[src/rtl/reservation_station_pkg.sv]
// Shared types and constants for the reservation station and its ALU.
package reservation_station_pkg;

    localparam int LABEL_W = 4;
    localparam int DATA_W  = 32;

    localparam logic [LABEL_W-1:0] LABEL_NONE = 4'd0;

    localparam logic [1:0] OP_ADD = 2'b00;
    localparam logic [1:0] OP_SUB = 2'b01;
    localparam logic [1:0] OP_AND = 2'b10;
    localparam logic [1:0] OP_OR  = 2'b11;

    typedef struct packed {
        logic               busy;
        logic [1:0]         op;
        logic [DATA_W-1:0]  vj;
        logic [LABEL_W-1:0] qj;
        logic [DATA_W-1:0]  vk;
        logic [LABEL_W-1:0] qk;
        logic               dispatched;
    } rs_entry_t;

endpackage

[src/rtl/reservation_station_alu.sv]
// Combinational integer unit: modulo-2^32 add/sub and bitwise and/or.
module station_alu
    import reservation_station_pkg::*;
(
    input  logic [1:0]        op,
    input  logic [DATA_W-1:0] vj,
    input  logic [DATA_W-1:0] vk,
    output logic [DATA_W-1:0] result
);

    always_comb begin
        result = '0;
        case (op)
            OP_ADD:  result = vj + vk;
            OP_SUB:  result = vj - vk;
            OP_AND:  result = vj & vk;
            default: result = vj | vk;
        endcase
    end

endmodule

[src/rtl/reservation_station.sv]
// Tomasulo reservation station with a single-issue execution slot feeding the CDB.
module reservation_station
    import reservation_station_pkg::*;
#(
    parameter int ENTRIES    = 3,
    parameter int BASE_LABEL = 1,
    parameter int LATENCY    = 1
) (
    input  logic               clk,
    input  logic               rst,
    input  logic               issue_valid,
    input  logic [1:0]         issue_op,
    input  logic [DATA_W-1:0]  issue_vj,
    input  logic [DATA_W-1:0]  issue_vk,
    input  logic [LABEL_W-1:0] issue_qj,
    input  logic [LABEL_W-1:0] issue_qk,
    output logic               issue_ready,
    output logic [LABEL_W-1:0] issue_label,
    input  logic               cdb_en,
    input  logic [LABEL_W-1:0] cdb_label,
    input  logic [DATA_W-1:0]  cdb_data,
    output logic               require,
    output logic [DATA_W-1:0]  data_out,
    output logic [LABEL_W-1:0] label_out,
    input  logic               accept
);

    localparam int IDX_W = (ENTRIES > 1) ? $clog2(ENTRIES) : 1;
    localparam int CNT_W = $clog2(LATENCY + 1);

    // Returns {found, index} of the lowest set request bit.
    function automatic logic [IDX_W:0] pick_lowest(input logic [ENTRIES-1:0] req);
        logic [IDX_W:0] r;
        r = '0;
        for (int i = ENTRIES - 1; i >= 0; i--) begin
            if (req[i]) r = {1'b1, IDX_W'(i)};
        end
        return r;
    endfunction

    rs_entry_t          ent [ENTRIES];
    logic               slot_vld;
    logic [CNT_W-1:0]   cnt;

    logic [ENTRIES-1:0] free_vec, rdy_vec;
    logic               free_any, rdy_any;
    logic [IDX_W-1:0]   free_idx, rdy_idx, done_idx;
    logic               done, dispatch, issue_fire;
    logic [DATA_W-1:0]  alu_result;
    rs_entry_t          new_ent;

    always_comb begin
        free_vec = '0;
        rdy_vec  = '0;
        for (int i = 0; i < ENTRIES; i++) begin
            free_vec[i] = ~ent[i].busy;
            rdy_vec[i]  = ent[i].busy && !ent[i].dispatched &&
                          (ent[i].qj == LABEL_NONE) && (ent[i].qk == LABEL_NONE);
        end
    end

    assign {free_any, free_idx} = pick_lowest(free_vec);
    assign {rdy_any, rdy_idx}   = pick_lowest(rdy_vec);

    assign issue_ready = free_any;
    assign issue_label = LABEL_W'(BASE_LABEL) + LABEL_W'(free_idx);
    assign issue_fire  = issue_valid && free_any;

    assign require  = slot_vld && (cnt == '0);
    assign done     = require && accept;
    assign dispatch = rdy_any && (!slot_vld || done);
    assign done_idx = IDX_W'(label_out - LABEL_W'(BASE_LABEL));

    station_alu u_alu (
        .op     (ent[rdy_idx].op),
        .vj     (ent[rdy_idx].vj),
        .vk     (ent[rdy_idx].vk),
        .result (alu_result)
    );

    // An operand broadcast on the issue edge would otherwise be missed forever.
    always_comb begin
        new_ent            = '0;
        new_ent.busy       = 1'b1;
        new_ent.op         = issue_op;
        new_ent.vj         = issue_vj;
        new_ent.qj         = issue_qj;
        new_ent.vk         = issue_vk;
        new_ent.qk         = issue_qk;
        new_ent.dispatched = 1'b0;
        if (cdb_en && issue_qj != LABEL_NONE && issue_qj == cdb_label) begin
            new_ent.vj = cdb_data;
            new_ent.qj = LABEL_NONE;
        end
        if (cdb_en && issue_qk != LABEL_NONE && issue_qk == cdb_label) begin
            new_ent.vk = cdb_data;
            new_ent.qk = LABEL_NONE;
        end
    end

    always_ff @(posedge clk or posedge rst) begin
        if (rst) begin
            for (int i = 0; i < ENTRIES; i++) ent[i] <= '0;
            slot_vld  <= 1'b0;
            cnt       <= '0;
            data_out  <= '0;
            label_out <= '0;
        end else begin
            for (int i = 0; i < ENTRIES; i++) begin
                if (cdb_en && ent[i].busy) begin
                    if (ent[i].qj != LABEL_NONE && ent[i].qj == cdb_label) begin
                        ent[i].vj <= cdb_data;
                        ent[i].qj <= LABEL_NONE;
                    end
                    if (ent[i].qk != LABEL_NONE && ent[i].qk == cdb_label) begin
                        ent[i].vk <= cdb_data;
                        ent[i].qk <= LABEL_NONE;
                    end
                end
            end
            // Completed, dispatched and newly issued entries are always distinct.
            if (done)       ent[done_idx].busy       <= 1'b0;
            if (dispatch)   ent[rdy_idx].dispatched  <= 1'b1;
            if (issue_fire) ent[free_idx]            <= new_ent;

            if (dispatch) begin
                slot_vld  <= 1'b1;
                cnt       <= CNT_W'(LATENCY - 1);
                data_out  <= alu_result;
                label_out <= LABEL_W'(BASE_LABEL) + LABEL_W'(rdy_idx);
            end else if (done) begin
                slot_vld <= 1'b0;
            end else if (slot_vld && cnt != '0) begin
                cnt <= cnt - 1'b1;
            end
        end
    end

endmodule

[config.mk]
export PLATFORM = sky130hd
export DESIGN_NAME = reservation_station
export DESIGN_NICKNAME = d
export VERILOG_FILES = /design/src/rtl/reservation_station_pkg.sv /design/src/rtl/reservation_station_alu.sv /design/src/rtl/reservation_station.sv
export SDC_FILE = /design/constraint.sdc
export NUM_CORES = 1
export LEC_CHECK = 0
export CORE_MARGIN = 2
export CORE_UTILIZATION = 56
export DETAILED_ROUTE_END_ITERATION = 7
export PLACE_DENSITY = 0.8
export SYNTH_ARGS = -nofsm -noshare
export SYNTH_HDL_FRONTEND = slang
export SYNTH_HIERARCHICAL = 1
export SYNTH_SLANG_ARGS = --single-unit
[constraint.sdc]
create_clock -name clk -period 11.1 [get_ports clk]
set_input_delay 2.22 -clock clk [delete_from_list [all_inputs] [get_ports clk]]
set_output_delay 2.22 -clock clk [all_outputs]
set_load 0.03 [all_outputs]
==> summary.txt <==
Outcome
  – Run status: finished with violations
  – Violated checks: design-rule violations

Layout
  – Fraction of final layout cells sized beyond drive strength 1: 12.4%
  – # nets final: roughly 2k
  – Commonest cells after routing, fill and taps aside: dfrtp_1 (265), nand2_1 (178), nand3_1 (170), clkdlybuf4s50_1 (154), a21oi_1 (115)
  – Final core utilization: 66.3%
  – Leading cell type in the layout, fill and taps excluded: dfrtp_1
  – Area overhead of the layout relative to synthesis: 16.7%

Timing
  – Setup-failing EPs final: 0
  – Slew margin rel.: between 20% and 30%
  – Setup ws final: 3740 ps
  – Period Utilization, post-route: around two thirds
  – Crit path time final: approximately 7400 ps
  – RSZ-0062 raised after global routing: false
  – Final hold vios: 0
  – Max Clock Freq: 0.136 GHz
  – Worst hold slack after final layout: ~480 ps
  – Maximum clock skew at final layout: about 21 ps
  – Slew @ Worst Pin: about 1200 ps
  – Post-route setup TNS: 0 ps
  – Final Max Slew Viols: 0

Yosys
  – Most area-hungry cell type in the Yosys netlist: dfrtp_1
  – Post-synth design cell area: 16300 µm²
  – Portion of synthesized cell area occupied by the leading cell type: a little over 40%
  – Share of cell area taken by muxes after synthesis: under 10%
  – Portion of the post-synthesis area used by sequential elements: between 40 and 50%
  – EDFF count, synth: 0
  – Top cells by area in the synthesized netlist: dfrtp_1 (41%), nand3_1 (5.2%), o221a_2 (4.6%), o211ai_1 (4.5%), mux2i_1 (4.2%)
  – Basic-gate share of the synthesized area counting and, or, nand and nor cells: between 15 and 20%
  – Compound-Gate Fraction of Synth Area: about 20%
  – Xor/xnor cell area share of the yosys netlist: under 10%
  – Share of synthesized flip-flops with an asynchronous set or reset: 100%
  – Number of synthesis warnings: 6
  – Most used DFF post-synth: dfrtp_1
  – Combinational family with the most area after synthesis: compound AO/OA/AOI/OAI gates
  – Instance count of the mapped netlist: between 1.5k and 2k
  – Mapped Avg Cell Area: 9.05 µm²
  – Number of synthesized register bits: ~270
  – Distinct cells, synth: between 70 and 80
  – Post-synthesis share of cell area spent on full adders, half adders and majority gates: between 4 and 5%

Clock network
  – Post-CTS setup buffers: 0
  – Number of gates resized after CTS: 0
  – Buffers from clock root to sink, at most: 3
  – CTS Root Buffer Type: clkbuf_16
  – Clk sinks: roughly 270
  – Number of H-tree branching levels: 1
  – Hold_buf cts: 0
  – TritonCTS clock tree: yes
  – Number of buffers inserted during clock tree synthesis: 29
  – Skew-Pair Late Insertion Delay: around 570 ps
  – Clock-pin slew reported for the worst setup and hold paths after clock tree synthesis: roughly 60 ps

Route
  – Via count: 15.0k
  – Vias per Instance: 6.57
  – Detailed route wirelength on metal3: around 6600 µm
  – Met1 wire length: 21700 µm
  – First-pass iteration count of the detailed router: 8
  – Met2 wire length: 23100 µm
  – Post-detailed-route count of antenna-violating nets: 0
  – Violation count after the first detailed-route iteration: about 2.0k
  – Final routed DRC violation total: 5
  – Routed wire length: 53000 µm
  – Max layer used: met5
  – Avg WL per Cell: 23.2 µm

Floorplan
  – Placement row count: between 60 and 70
  – Die span in x: around 170 µm
  – DIE AREA: approximately 31000 µm²
  – Floorplan core area: 28700 µm²
  – IO Pins: between 150 and 200
  – Effective utilization at floorplan: between 50% and 60%
  – Die H: about 170 µm

Placement
  – Total half-perimeter wirelength after legalization and detailed placement: about 34000 µm
  – Port-buffer cells: approximately 150
  – Setup WS pre-CTS: about 4000 ps
  – GP Congestion: between 0.9 and 1

Setup path
  – FF-to-FF setup slack: 3740 ps
  – Terminus of the critical flop-to-flop path: data_out[24]$_DFFE_PP0N_
  – Slowest library cell on the worst path: nor4_1
  – CP Launch Type: flip-flop
  – Cell chain of the critical path: nor4_1 -> nand3_1 -> nor2_4 -> buf_4 -> mux2i_1 -> a21oi_1 -> or4_1 -> nor3_1 -> nand3_1 -> or2b_1 -> o21ai_0 -> xor2_1 -> ha_1 -> nand4_1 -> or2_2 -> o22ai_1 -> a211oi_1 -> nand2_1 -> a21o_1 -> a2111o_1 -> o221a_2 -> mux2_1
  – Cell type group with the largest total delay on the critical path: simple AND/OR/NAND/NOR gates
  – Critical Path Sink Type: flip-flop
  – Worst Path Required: roughly 12000 ps
  – Crit path arrival time: 7800 ps
  – CP most frequent cell: nand3_1
  – Number of cells on the critical path: 22
  – CP max stage delay: between 800 and 900 ps
  – Largest fanout on the critical path: 25
  – Worst setup path class: flip-flop to flip-flop
  – Number of cell instances on the worst register-to-register path: 22
  – Worst flop-to-flop path startpoint: ent[77]$_DFF_PP0_
  – Number of buffer and inverter stages on the critical path: 1

Run
  – Max Cap Violations: 0

Global route
  – Overflow left after global routing: 0
  – First-pass GRT wire length: 83000 µm
  – Number of global-route vias before repair: between 10k and 15k
  – Pin count of the biggest net entering global routing: approximately 110
  – Global-route usage over all layers: approximately a third
  – Initial antenna violation count: 4

Power
  – Worst vdd rail ir drop: approximately 0.20 mV
  – P_leak: roughly 8 nW
  – Power after layout: 7.75 mW
  – Power density over the cells: around 410 nW/µm²

Hold path
  – Type of the most critical hold path: flip-flop to flip-flop
  – Cell depth of the worst min-delay path: 1
  – Hold path startpoint: data_out[23]$_DFFE_PP0N_
  – Capture endpoint of the worst hold path: data_out[23]$_DFFE_PP0N_
-- logic make-up after synthesis --
kind of cell | count (synthesis)
mux | 108
buf+inv | 244
compound gates | 447
simple gates | 591
other cells | 1
flops | 265
xor+xnor | 78
fa+ha+maj | 68
-- power breakdown --
part | internal (mW) | switching [mW] | leakage, nW
Combinational | 2.11 | 2.86 | 4.31
Sequential | 1.43 | 0.287 | 3.14
Clock | 0.647 | 0.414 | 0.524
-- through the flow --
| stage | std cells | cell area (µm²) |
|---|---|---|
| global placement | 2225 | 18000 |
| global route | 2282 | 19000 |
| finish | 2282 | 19000 |
| CTS | 2279 | 19000 |
| detailed placement | 2225 | 18000 |
| floorplan | 1803 | 16300 |
-- how the worst max path moves through the flow --
stage	startpoint	end	slack [ps]
2_1_floorplan	rst	cnt$_DFFE_PP0P_	1580
3_3_place_gp	ent[77]$_DFF_PP0_	data_out[29]$_DFFE_PP0N_	4150
3_5_place_dp	ent[77]$_DFF_PP0_	data_out[24]$_DFFE_PP0N_	3930
4_1_cts	ent[77]$_DFF_PP0_	data_out[24]$_DFFE_PP0N_	3890
5_1_grt	ent[77]$_DFF_PP0_	data_out[31]$_DFFE_PP0N_	3230
6_report	ent[77]$_DFF_PP0_	data_out[24]$_DFFE_PP0N_	3740
-- layout make-up --
| class | count | area, µm² |
|---|---|---|
| diodes | 3 | 7.51 |
| clock buffers | 36 | 792 |
| clock inverters | 18 | 262 |
| fillers | 2309 | 9660 |
| inverters | 113 | 432 |
| multi-input cells | 1294 | 8780 |
| flip-flops and latches | 265 | 6630 |
| well taps | 384 | 480 |
| repair buffers | 169 | 1650 |
-- cells in the mapped netlist, drive strengths merged, types with 3 or more instances --
cell type / n
nor3b: 5
o211ai: 98
inv: 112
and3: 8
a211o: 3
o31ai: 7
nand3: 170
o21a: 8
nand2b: 7
mux2: 39
a211oi: 3
and4: 5
maj3: 29
or3: 8
o41ai: 5
clkbuf: 75
nor2: 110
xor2: 39
mux2i: 69
or4: 7
buf: 56
a222oi: 32
dfrtp: 265
nor2b: 8
xnor2: 39
o21bai: 3
o221a: 66
or2: 43
a21o: 15
nor4: 6
nand2: 180
a22o: 4
a21boi: 3
and2: 9
o21ai: 60
a21oi: 121
nor3: 13
nand4: 8
ha: 38
-- routing by layer --
metal	global-route usage (%)	vias to the layer above
met5	0	-
met2	51.5	985
met4	10.4	2
met3	10.6	152
met1	48.1	7199
li1	-	6650
-- state kept, by name (all words and copies together) (netlist names) --
name,count
slot_vld,1
ent,228
data_out,32
cnt,1
label_out,3
-- worst reg2reg max path: cells and delay by family (launching register included) --
kind / cells / cell delay [ps]
and+or+nand+nor: 10 / 3730
AOI/OAI and AO/OA: 7 / 1490
buffers and inverters: 1 / 550
muxes: 2 / 550
DFF: 1 / 410
adders and majority gates: 1 / 310
xor gates and xnor gates: 1 / 180
Power figures use the tool's default switching activity.
